$ cat src/rtl/serial_sub_pkg.sv
// Shared types and helpers for the bit-serial subtractor.
// Holds the FSM state encoding and the bit-counter width derivation.
package serial_sub_pkg;

  typedef enum logic [1:0] {
    IDLE = 2'd0,
    RUN  = 2'd1,
    DONE = 2'd2
  } sub_state_t;

  localparam int DEFAULT_WIDTH = 8;

  // Bit counter only needs to reach WIDTH-1.
  function automatic int sub_cnt_width(input int width);
    return (width < 2) ? 1 : $clog2(width);
  endfunction

endpackage

$ cat src/rtl/full_subtractor.sv
// One-bit full subtractor cell: computes a - b - cin.
// Produces the difference bit and the borrow out of this bit position.
module full_subtractor (
  input  logic a,
  input  logic b,
  input  logic cin,
  output logic diff,
  output logic borrow
);

  assign diff   = a ^ b ^ cin;
  assign borrow = (~a & b) | (~(a ^ b) & cin);

endmodule

$ cat src/rtl/serial_subtractor.sv
// Bit-serial WIDTH-bit subtractor (a - b - bin), LSB first, one bit per clock.
// Uses a single full_subtractor cell and a registered borrow between bit cycles.
module serial_subtractor
  import serial_sub_pkg::*;
#(
  parameter int WIDTH = DEFAULT_WIDTH
) (
  input  logic             clk,
  input  logic             rst,
  input  logic             in_valid,
  output logic             in_ready,
  input  logic [WIDTH-1:0] a,
  input  logic [WIDTH-1:0] b,
  input  logic             bin,
  output logic             out_valid,
  input  logic             out_ready,
  output logic [WIDTH-1:0] diff,
  output logic             borrow_out
);

  localparam int CNT_W = sub_cnt_width(WIDTH);

  // Handshake: a transfer happens on any rising edge where valid && ready;
  // in_ready is high only in IDLE, out_valid only in DONE, both decoded from r_state.
  sub_state_t       r_state;
  sub_state_t       w_state_next;
  logic [WIDTH-1:0] r_a_sh;
  logic [WIDTH-1:0] r_b_sh;
  logic [WIDTH-1:0] r_diff;
  logic             r_borrow;
  logic [CNT_W-1:0] r_cnt;
  logic             w_fs_diff;
  logic             w_fs_borrow;
  logic             w_last_bit;

  full_subtractor u_cell (
    .a      (r_a_sh[0]),
    .b      (r_b_sh[0]),
    .cin    (r_borrow),
    .diff   (w_fs_diff),
    .borrow (w_fs_borrow)
  );

  assign w_last_bit = (r_cnt == CNT_W'(WIDTH - 1));

  always_ff @(posedge clk or posedge rst) begin
    if (rst) begin
      r_state <= IDLE;
    end else begin
      r_state <= w_state_next;
    end
  end

  always_comb begin
    w_state_next = r_state;
    unique case (r_state)
      IDLE:    if (in_valid) w_state_next = RUN;
      RUN:     if (w_last_bit) w_state_next = DONE;
      DONE:    if (out_ready) w_state_next = IDLE;
      default: w_state_next = IDLE;
    endcase
  end

  always_ff @(posedge clk or posedge rst) begin
    if (rst) begin
      r_a_sh   <= '0;
      r_b_sh   <= '0;
      r_diff   <= '0;
      r_borrow <= 1'b0;
      r_cnt    <= '0;
    end else begin
      unique case (r_state)
        IDLE: begin
          if (in_valid) begin
            r_a_sh   <= a;
            r_b_sh   <= b;
            r_borrow <= bin;
            r_cnt    <= '0;
          end
        end
        RUN: begin
          // Result bits enter at the MSB so the LSB lands in bit 0 after WIDTH shifts.
          r_diff   <= {w_fs_diff, r_diff[WIDTH-1:1]};
          r_borrow <= w_fs_borrow;
          r_a_sh   <= r_a_sh >> 1;
          r_b_sh   <= r_b_sh >> 1;
          r_cnt    <= r_cnt + CNT_W'(1);
        end
        default: begin
        end
      endcase
    end
  end

  assign in_ready   = (r_state == IDLE);
  assign out_valid  = (r_state == DONE);
  assign diff       = r_diff;
  assign borrow_out = r_borrow;

endmodule

$ cat config.mk
export PLATFORM = sky130hd
export DESIGN_NAME = serial_subtractor
export DESIGN_NICKNAME = d
export VERILOG_FILES = /design/src/rtl/serial_sub_pkg.sv /design/src/rtl/full_subtractor.sv /design/src/rtl/serial_subtractor.sv
export SDC_FILE = /design/constraint.sdc
export NUM_CORES = 1
export LEC_CHECK = 0
export CAP_MARGIN = 20
export CORE_MARGIN = 1
export CORE_UTILIZATION = 50
export CTS_CLUSTER_SIZE = 28
export DETAILED_ROUTE_END_ITERATION = 6
export PLACE_DENSITY = 0.89
export SETUP_SLACK_MARGIN = 0.1
export SLEW_MARGIN = 20
export SYNTH_ARGS = -nofsm -noshare
export SYNTH_HDL_FRONTEND = slang
export SYNTH_SLANG_ARGS = --single-unit
$ cat constraint.sdc
create_clock -name clk -period 1.52 [get_ports clk]
set_input_delay 0.304 -clock clk [delete_from_list [all_inputs] [get_ports clk]]
set_output_delay 0.304 -clock clk [all_outputs]
set_load 0.02 [all_outputs]
==> results of run 1 <==
-- layer usage --
layer / routed length (um) / global-route usage / up-vias
met1: 1470 / 0.287 / 589
met5: 0 / 0 / -
li1: - / - / 530
met4: 20 / 0.0627 / 0
met3: 138 / 0.0783 / 2
met2: 1680 / 0.378 / 26
-- power breakdown --
group	internal (mW)	switching (mW)	total [mW]
registers	1.19	0.271	1.46
clock network	0.224	0.269	0.493
logic	1.09	0.934	2.03
-- logic make-up (layout without fill, tap and decap cells) --
group / after synthesis / count (layout)
buf+inv: 23 / 64
compound gates: 23 / 23
fa+ha+maj: 3 / 3
simple gates: 34 / 34
mux: 9 / 9
flops: 30 / 30
-- how the worst max path moves through the flow --
stage	slack, ps	end	start	cells after the start
floorplan	160	out_valid	r_state[1]$_DFFE_PP0P_	3
global placement	-150	r_a_sh[3]$_DFFE_PP0P_	in_valid	3
detailed placement	-220	r_b_sh[6]$_DFFE_PP0P_	in_valid	3
CTS	40	diff[7]$_DFFE_PP0N_	r_state[1]$_DFFE_PP0P_	5
global route	30	diff[7]$_DFFE_PP0N_	r_state[1]$_DFFE_PP0P_	5
finish	70	r_a_sh[5]$_DFFE_PP0P_	r_state[0]$_DFFE_PP0P_	3
-- worst max-delay path, delay by kind of cell (launching register included) --
kind	cells	cell delay, ps
compound gates	1	140
buf+inv	1	200
flops	1	480
simple gates	1	530
-- sequential cells by signal, indices dropped and copies added (netlist names) --
register,flops
r_a_sh,8
borrow_out,1
r_state,2
diff,8
r_b_sh,8
r_cnt,3
-- per-stage QoR --
stage	setup TNS (ps)	setup WS (ps)	utilization
floorplan	0	164	-
global placement	-1810	-147	0.664
detailed placement	-3080	-224	0.664
CTS	0	39.5	0.686
global route	0	31.2	0.725
finish	0	71.0	0.725
-- timing repair --
item	in CTS	in global routing
setup endpoints to repair	17	27
setup buffers	1	1
gates resized for setup	23	27
pin swaps	1	2
-- placed cells by master, fill, tap and decap left out, types with 4 or more instances in the layout --
cell type / count
dfrtp_1: 28
clkdlybuf4s50_1: 19
inv_1: 12
nor3b_1: 11
nor4b_1: 7
dlygate4sd2_1: 7
buf_6: 7
buf_4: 7
mux2_4: 6
or4b_1: 5
o221a_2: 5
clkbuf_4: 5
a211oi_2: 4
-- final cells by class --
| type | count | area, sq um | share of cell area |
|---|---|---|---|
| repair buffers | 44 | 430 | 0.213 |
| flip-flops and latches | 30 | 753 | 0.373 |
| multi-input cells | 69 | 689 | 0.342 |
| clock buffers | 7 | 55.1 | 0.0273 |
| well taps | 31 | 38.8 | 0.0192 |
| clock inverters | 1 | 5.00 | 0.00248 |
| inverters | 12 | 45.0 | 0.0223 |
==> impl_metrics.csv, run 1 <==
group,metric,value,unit
clocking,cts_tree,"built",
logic_synthesis,synth_commonest_cells,"30 x dfrtp_1, 12 x inv_1, 11 x nor3b_1, 8 x mux2_2",
timing,fin_skew,8.55,ps
routing,first_iter_violations,15,
logic_synthesis,async_flop_share,1.00,
cells_and_area,postLayoutCellArea,2020,sq um
clocking,cts.sinks,30,
floorplanning,initial_core_util,0.532,
place,gp_congestion,0.737,
setup_path,worstSetupEndpointType,"register",
timing,hold_viol_final,0,
timing,timing.hold.ws,285,ps
grt,grt_overflow_total,0,
routing,avgViaCountPerCell,5.91,
logic_synthesis,yosysWarningCount,0,
timing,fmax,690,MHz
clocking,h-tree-depth,2,
floorplanning,die_x,56.4,um
setup_path,worstRegToRegCells,3,
clocking,cts_hold_buf,0,
logic_synthesis,syn-instance-count,122,
logic_synthesis,synth_area_leaders,"dfrtp_1 51%, mux2_2 6.1%, nor3b_1 5.6%",
place,io_buffer_count,31,
logic_synthesis,syn-num-nets,146,
routing,wire_per_inst,17.1,um
logic_synthesis,synth_compound_area_frac,0.137,
logic_synthesis,synthSimpleGateAreaFrac,0.183,
timing,slew_headroom,0.750,
setup_path,crit_type,"reg2reg",
clocking,clk_latency,320,ps
setup_path,crit_chain,"buf_6 > or4b_1 > o221a_2",
timing,worstMarginPinSlew,370,ps
setup_path,crit_fanout,28,
clocking,numCtsBuffers,5,
floorplanning,dieArea,3180,sq um
setup_path,rrSetupSlack,70,ps
cells_and_area,instances_no_fill,194,
cells_and_area,n_fill_cell,205,
logic_synthesis,synth_ff_type,"dfrtp_1",
logic_synthesis,synthAdderAreaFrac,0.0305,
pwr,finalPower,3.98,mW
routing,finalWirelength,3.31,mm
logic_synthesis,ys_types,27,
logic_synthesis,synthMuxAreaShare,0.0677,
hold_path,min-delay-path-class,"in2async",
logic_synthesis,synth_top_cell_area_share,0.508,
status,status,"complete, no violations",
timing,drv_slew,0,
routing,antenna_left,0,
floorplanning,die_h,56.4,um
cells_and_area,antennaDiodeCount,0,
floorplanning,boundaryPins,32,
cells_and_area,area_growth,36.4,%
logic_synthesis,synth_edf_count,0,
logic_synthesis,seq_area_frac_synth,0.508,
pwr,power_leakage,0.915,nW
place,dp_hpwl,2.18,mm
logic_synthesis,syn_avg_cell_area,12.1,sq um
logic_synthesis,synth_most_common_cell,"dfrtp_1",
logic_synthesis,synth_xor_area_frac,0,
timing,setup_viol,0,
place,dp.cells,184,
pwr,power_density,1970,nW/um^2
setup_path,startpoint_type,"register",
routing,num_vias,1147,
setup_path,required,1740,ps
clocking,cts_root_buf,"clkbuf_4",
clocking,path_clk_slew,100,ps
pwr,vdd_ir_drop_max,2.01,mV
grt,antenna_found_initial,0,
logic_synthesis,ys_ff_latch,30,
timing,rsz0062_at_grt,"true",
timing,finalCritPeriodShare,0.953,
cells_and_area,layout.nets,186,
logic_synthesis,synth_area,1480,sq um
floorplanning,num_rows,19,
routing,firstDrtPassIters,4,
routing,drc,0,
job,max_cap_viol_count,0,
grt,grt_pass1_wl,5.46,mm
logic_synthesis,synth_top_cell_by_area,"dfrtp_1",
clocking,clockBufferDepth,2,
setup_path,r2r-end,"r_a_sh[5]$_DFFE_PP0P_",
setup_path,r2r_start,"r_state[0]$_DFFE_PP0P_",
logic_synthesis,synth_top_family_by_area,"simple AND/OR/NAND/NOR gates",
setup_path,slowest_stage,"or4b_1",
grt,grt_pass1_vias,1129,
grt,grt_max_degree,29,
setup_path,slowest_delay,530,ps
floorplanning,core,2780,sq um
place,placed_cell_area,1850,sq um
setup_path,crit_arrival,1670,ps
grt,grt_usage,0.229,
cells_and_area,drive_above_1_share,0.288,
timing,final.min_clock_period,1450,ps
(Power assumes the default switching activity.)
==> inputs of run 2 (changes only) <==
Settings changed: CORE_UTILIZATION 50 to 45, PLACE_DENSITY 0.89 to 0.85.
Clock period 1.52 ns to 1.27 ns, I/O delays scaled along.
==> run 2 against run 1 <==
  * The run now ends with setup timing left
  * Non-clock buffer count up 16
  * Sequential share of layout area down 4.0 points
  * Clock power up 20%
  * Register-to-register slack worse by 220 ps
  * Critical path type unchanged
  * Largest cell class is now multi-input combinational cells
==> impl_metrics.csv, run 2 (synthesis gave the netlist of run 1 again) <==
group,metric,value,unit
timing,finalCritPeriodShare,1.12,
clocking,numCtsBuffers,5,
place,gp_congestion,0.792,
cells_and_area,drive_above_1_share,0.475,
routing,avgViaCountPerCell,5.54,
place,io_buffer_count,31,
clocking,cts_tree,"built",
pwr,power_density,2400,nW/um^2
floorplanning,initial_core_util,0.480,
floorplanning,dieArea,3520,sq um
cells_and_area,n_fill_cell,205,
setup_path,startpoint_type,"register",
cells_and_area,antennaDiodeCount,0,
setup_path,worstSetupEndpointType,"register",
pwr,vdd_ir_drop_max,1.08,mV
place,dp_hpwl,2.35,mm
setup_path,crit_type,"reg2reg",
timing,fin_skew,14.2,ps
routing,route.met3.wl,205,um
routing,antenna_left,0,
status,violations,"setup timing",
floorplanning,num_rows,20,
timing,final.min_clock_period,1420,ps
clocking,clk_latency,330,ps
timing,slew_headroom,0.737,
cells_and_area,final_common_cell,"dfrtp_1",
timing,setup_viol,28,
setup_path,crit_fanout,6,
setup_path,crit_arrival,1630,ps
timing,worstMarginPinSlew,394,ps
cells_and_area,layout_common_cells,"27 x dfrtp_1, 19 x clkdlybuf4s50_1, 18 x buf_4, 16 x buf_6, 11 x inv_1",
timing,worst_slack,-152,ps
floorplanning,boundaryPins,32,
cells_and_area,layout.nets,202,
timing,fmax,703,MHz
routing,wire_per_inst,18.6,um
cells_and_area,instances_no_fill,223,
routing,highest_layer,"met4",
grt,grt_max_degree,23,
grt,antenna_found_initial,0,
job,max_cap_viol_count,0,
floorplanning,die_h,59.3,um
routing,first_iter_violations,47,
routing,drc,0,
timing,drv_slew,0,
pwr,power_leakage,1.00,nW
floorplanning,die_x,59.3,um
clocking,cts.sinks,30,
clocking,path_clk_slew,100,ps
floorplanning,core,3080,sq um
place,dp.cells,200,
setup_path,rrSetupSlack,-150,ps
cells_and_area,postLayoutCellArea,2260,sq um
hold_path,min-delay-path-class,"in2async",
clocking,clockBufferDepth,2,
grt,grt_pass1_vias,1071,
setup_path,required,1480,ps
routing,met2_wirelength,2.22,mm
timing,tns,-2970,ps
clocking,cts_root_buf,"clkbuf_4",
routing,firstDrtPassIters,5,
cells_and_area,area_growth,53.1,%
clocking,h-tree-depth,2,
place,placed_cell_area,1910,sq um
status,status,"complete, but fails checks",
routing,routedLengthMet1,1.61,mm
timing,rsz0062_at_grt,"true",
grt,grt_usage,0.209,
routing,finalWirelength,4.14,mm
grt,grt_overflow_total,0,
place,dp_slack,-422,ps
grt,grt_pass1_wl,5.27,mm
timing,hold_viol_final,0,
routing,num_vias,1236,
run 2: timing repair:
action                                  4_1_cts  5_1_grt
pin swaps                                     1        9
resized for setup                            64       39
buffers inserted                              1       12
endpoints found under the setup margin       41       39
cloned                                        1        1
hold buffers                                  0        0
endpoints found under the hold margin         0        0
run 2: area by class of cell:
| type | instances | area, sq um | area share |
|---|---|---|---|
| repair buffers | 60 | 589 | 0.260 |
| well taps | 44 | 55.1 | 0.0243 |
| clock buffers | 7 | 55.1 | 0.0243 |
| clock inverters | 1 | 5.00 | 0.00221 |
| flip-flops and latches | 30 | 754 | 0.333 |
| multi-input cells | 69 | 761 | 0.336 |
| inverters | 12 | 45.0 | 0.0199 |
run 2: final timing paths:
| path | end | cells after the start | from |
|---|---|---|---|
| max | diff[3]$_DFFE_PP0N_ | 4 | r_state[0]$_DFFE_PP0P_ |
| min | r_a_sh[6]$_DFFE_PP0P_ | 3 | rst |
| max reg2reg | diff[3]$_DFFE_PP0N_ | 4 | r_state[0]$_DFFE_PP0P_ |
| min reg2reg | diff[0]$_DFFE_PP0N_ | 1 | diff[0]$_DFFE_PP0N_ |
| max in group asynchronous | borrow_out$_DFFE_PP0P_ | 3 | rst |
| min in group clk | diff[0]$_DFFE_PP0N_ | 1 | diff[0]$_DFFE_PP0N_ |
run 2: critical path, cell delays in order (launching register included):
cell,delay [ps]
dfrtp_2,480
buf_4,170
nor2b_4,170
buf_6,140
mux2_2,340
run 2: report_power, final:
part           switching (mW)  internal (mW)  leakage, nW
combinational            1.32           1.71        0.620
clock                   0.326          0.268       0.0353
sequential              0.377           1.43        0.348
run 2: through the flow:
| stage | hold slack, ps | utilization | power [mW] |
|---|---|---|---|
| 2_1_floorplan | 345 | - | 3.18 |
| 3_3_place_gp | 485 | 0.620 | 3.90 |
| 3_5_place_dp | 496 | 0.620 | 4.04 |
| 4_1_cts | 266 | 0.649 | 4.67 |
| 5_1_grt | 309 | 0.736 | 5.72 |
| 6_report | 266 | 0.736 | 5.43 |
run 2: metal layers:
metal / global-route usage / vias up
li1: - / 563
met1: 0.262 / 617
met2: 0.343 / 43
met3: 0.0611 / 13
met4: 0.0714 / 0
met5: 0 / -
==> inputs of run 3 (changes only) <==
Settings changed: CORE_UTILIZATION 45 to 34, CTS_BUF_LIST set to sky130_fd_sc_hd__clkbuf_4, PLACE_DENSITY 0.85 to 0.69, REMOVE_ABC_BUFFERS set to 1.
==> run 3 against run 2 <==
  * Clock power is 63% higher
  * Critical endpoint is now r_a_sh[3]$_DFFE_PP0P_
  * Critical path depth is 1 lower
  * Final cell count is 6.7% higher
  * Clock-buffer cell count is 2 lower
  * Via count is 1.4% higher
  * The flow still finishes with violations (setup timing)
  * Cell area is 8.7% higher
  * Combinational power is 14% higher
  * Largest cell class unchanged
  * Total power is 14% higher
==> impl_metrics.csv, run 3 (synthesis gave the netlist of run 1 again) <==
group,metric,value,unit
pwr,clkPwrFrac,0.156,
grt,grt_usage,0.171,
pwr,vdd_ir_drop_max,1.12,mV
setup_path,slowest_stage,"or4b_4",
pwr,p_int,4.09,mW
timing,drv_slew,0,
clocking,cts_root_buf,"clkbuf_4",
routing,firstDrtPassIters,4,
clocking,clk_latency,340,ps
cells_and_area,layout.nets,211,
floorplanning,die_h,68.0,um
floorplanning,core,4090,sq um
routing,first_iter_violations,65,
pwr,seqPwrFrac,0.287,
grt,grtUsageMet3,0.0367,
setup_path,r2r_start,"r_state[1]$_DFFE_PP0P_",
grt,antenna_found_initial,0,
setup_path,crit_arrival,1640,ps
status,violations,"setup timing",
pwr,power_density,2520,nW/um^2
pwr,p_comb_frac,0.556,
cells_and_area,antennaDiodeCount,0,
routing,antenna_left,0,
setup_path,crit_path_start,"r_state[1]$_DFFE_PP0P_",
setup_path,slowest_delay,530,ps
timing,worst_slack,-129,ps
place,dp.cells,207,
grt,grt_max_degree,31,
pwr,finalPower,6.20,mW
routing,num_vias,1253,
timing,timing.hold.ws,231,ps
floorplanning,boundaryPins,32,
routing,finalWirelength,3.72,mm
floorplanning,die_x,68.0,um
setup_path,crit_chain,"buf_6 > or4b_4 > o221a_4",
pwr,switching_share,0.340,
timing,final.min_clock_period,1400,ps
setup_path,crit_fanout,7,
pwr,p_sw,2.10,mW
timing,hold_viol_final,0,
cells_and_area,fin_util,0.602,
timing,fmax,715,MHz
setup_path,required,1510,ps
timing,rsz0062_at_grt,"true",
grt,busiest_layer,"met2",
grt,grt_pass1_vias,1203,
clocking,clockBufferDepth,2,
timing,slew_headroom,0.764,
floorplanning,dieArea,4620,sq um
timing,finalCritPeriodShare,1.10,
clocking,h-tree-depth,2,
floorplanning,initial_core_util,0.362,
routing,wire_per_inst,15.6,um
cells_and_area,layout_common_cells,"28 x dfrtp_1, 22 x buf_4, 19 x buf_6, 19 x clkdlybuf4s50_1, 12 x inv_1",
grt,grt_use_met1,0.227,
place,placed_cell_area,1910,sq um
cells_and_area,postLayoutCellArea,2460,sq um
setup_path,worstSetupEndpointType,"register",
place,gp_congestion,0.749,
hold_path,min-delay-path-class,"in2async",
clocking,numCtsBuffers,5,
cells_and_area,drive_above_1_share,0.527,
setup_path,startpoint_type,"register",
grt,grt_pass1_wl,5.67,mm
timing,tns,-2260,ps
routing,drc,0,
timing,setup_viol,25,
timing,worstMarginPinSlew,354,ps
cells_and_area,final_common_cell,"dfrtp_1",
setup_path,crit_type,"reg2reg",
status,status,"complete, but fails checks",
cells_and_area,instances_no_fill,238,
place,dp_slack,-358,ps
clocking,path_clk_slew,100,ps
clocking,cts_tree,"built",
place,dp_hpwl,2.13,mm
job,max_cap_viol_count,0,
routing,avgViaCountPerCell,5.26,
timing,fin_skew,5.27,ps
floorplanning,num_rows,23,
grt,grt_util_met2,0.261,
pwr,power_leakage,1.12,nW
cells_and_area,area_growth,66.4,%
place,io_buffer_count,31,
grt,grt_overflow_total,0,
clocking,cts.sinks,30,
## run 3: metal layers
metal,vias up,share of wire
li1,582,-
met1,630,0.45
met2,34,0.50
met3,7,0.038
met4,0,0.019
met5,-,0
## run 3: layout make-up
class,instances,area [sq um]
repair buffers,69,656
fillers,305,1630
clock inverters,3,63.8
clock buffers,5,37.5
multi-input cells,69,843
inverters,12,45.0
well taps,50,62.6
flip-flops and latches,30,753
## run 3: what timing repair did
action	4_1_cts	5_1_grt
resized for setup	85	42
pin swaps	3	12
hold buffers	0	0
endpoints found under the setup margin	39	41
setup buffers	10	9
cloned	4	0
## run 3: final timing paths
| check | to | slack (ps) | cells past startpoint |
|---|---|---|---|
| max reg2reg | r_a_sh[3]$_DFFE_PP0P_ | -130 | 3 |
| min reg2reg | r_b_sh[7]$_DFFE_PP0P_ | 530 | 1 |
| min | diff[1]$_DFFE_PP0N_ | 230 | 3 |
| max in group asynchronous | r_state[0]$_DFFE_PP0P_ | 870 | 3 |
| max | r_a_sh[3]$_DFFE_PP0P_ | -130 | 3 |
| min in group clk | r_state[1]$_DFFE_PP0P_ | 510 | 3 |
## run 3: worst max-delay path, delay by kind of cell (launching register included)
kind	cells	cell delay (ps)
and+or+nand+nor	1	530
DFF	1	480
AOI/OAI and AO/OA	1	120
buffers and inverters	1	160
## run 3: power groups by stage
stage          Sequential, mW  Clock (mW)  Combinational, mW
2_1_floorplan            1.93           0               1.11
6_report                 1.78       0.970               3.45
4_1_cts                  1.73       0.972               2.70
3_5_place_dp             1.72           0               2.25
5_1_grt                  1.83        1.02               3.71
3_3_place_gp             1.70           0               2.16
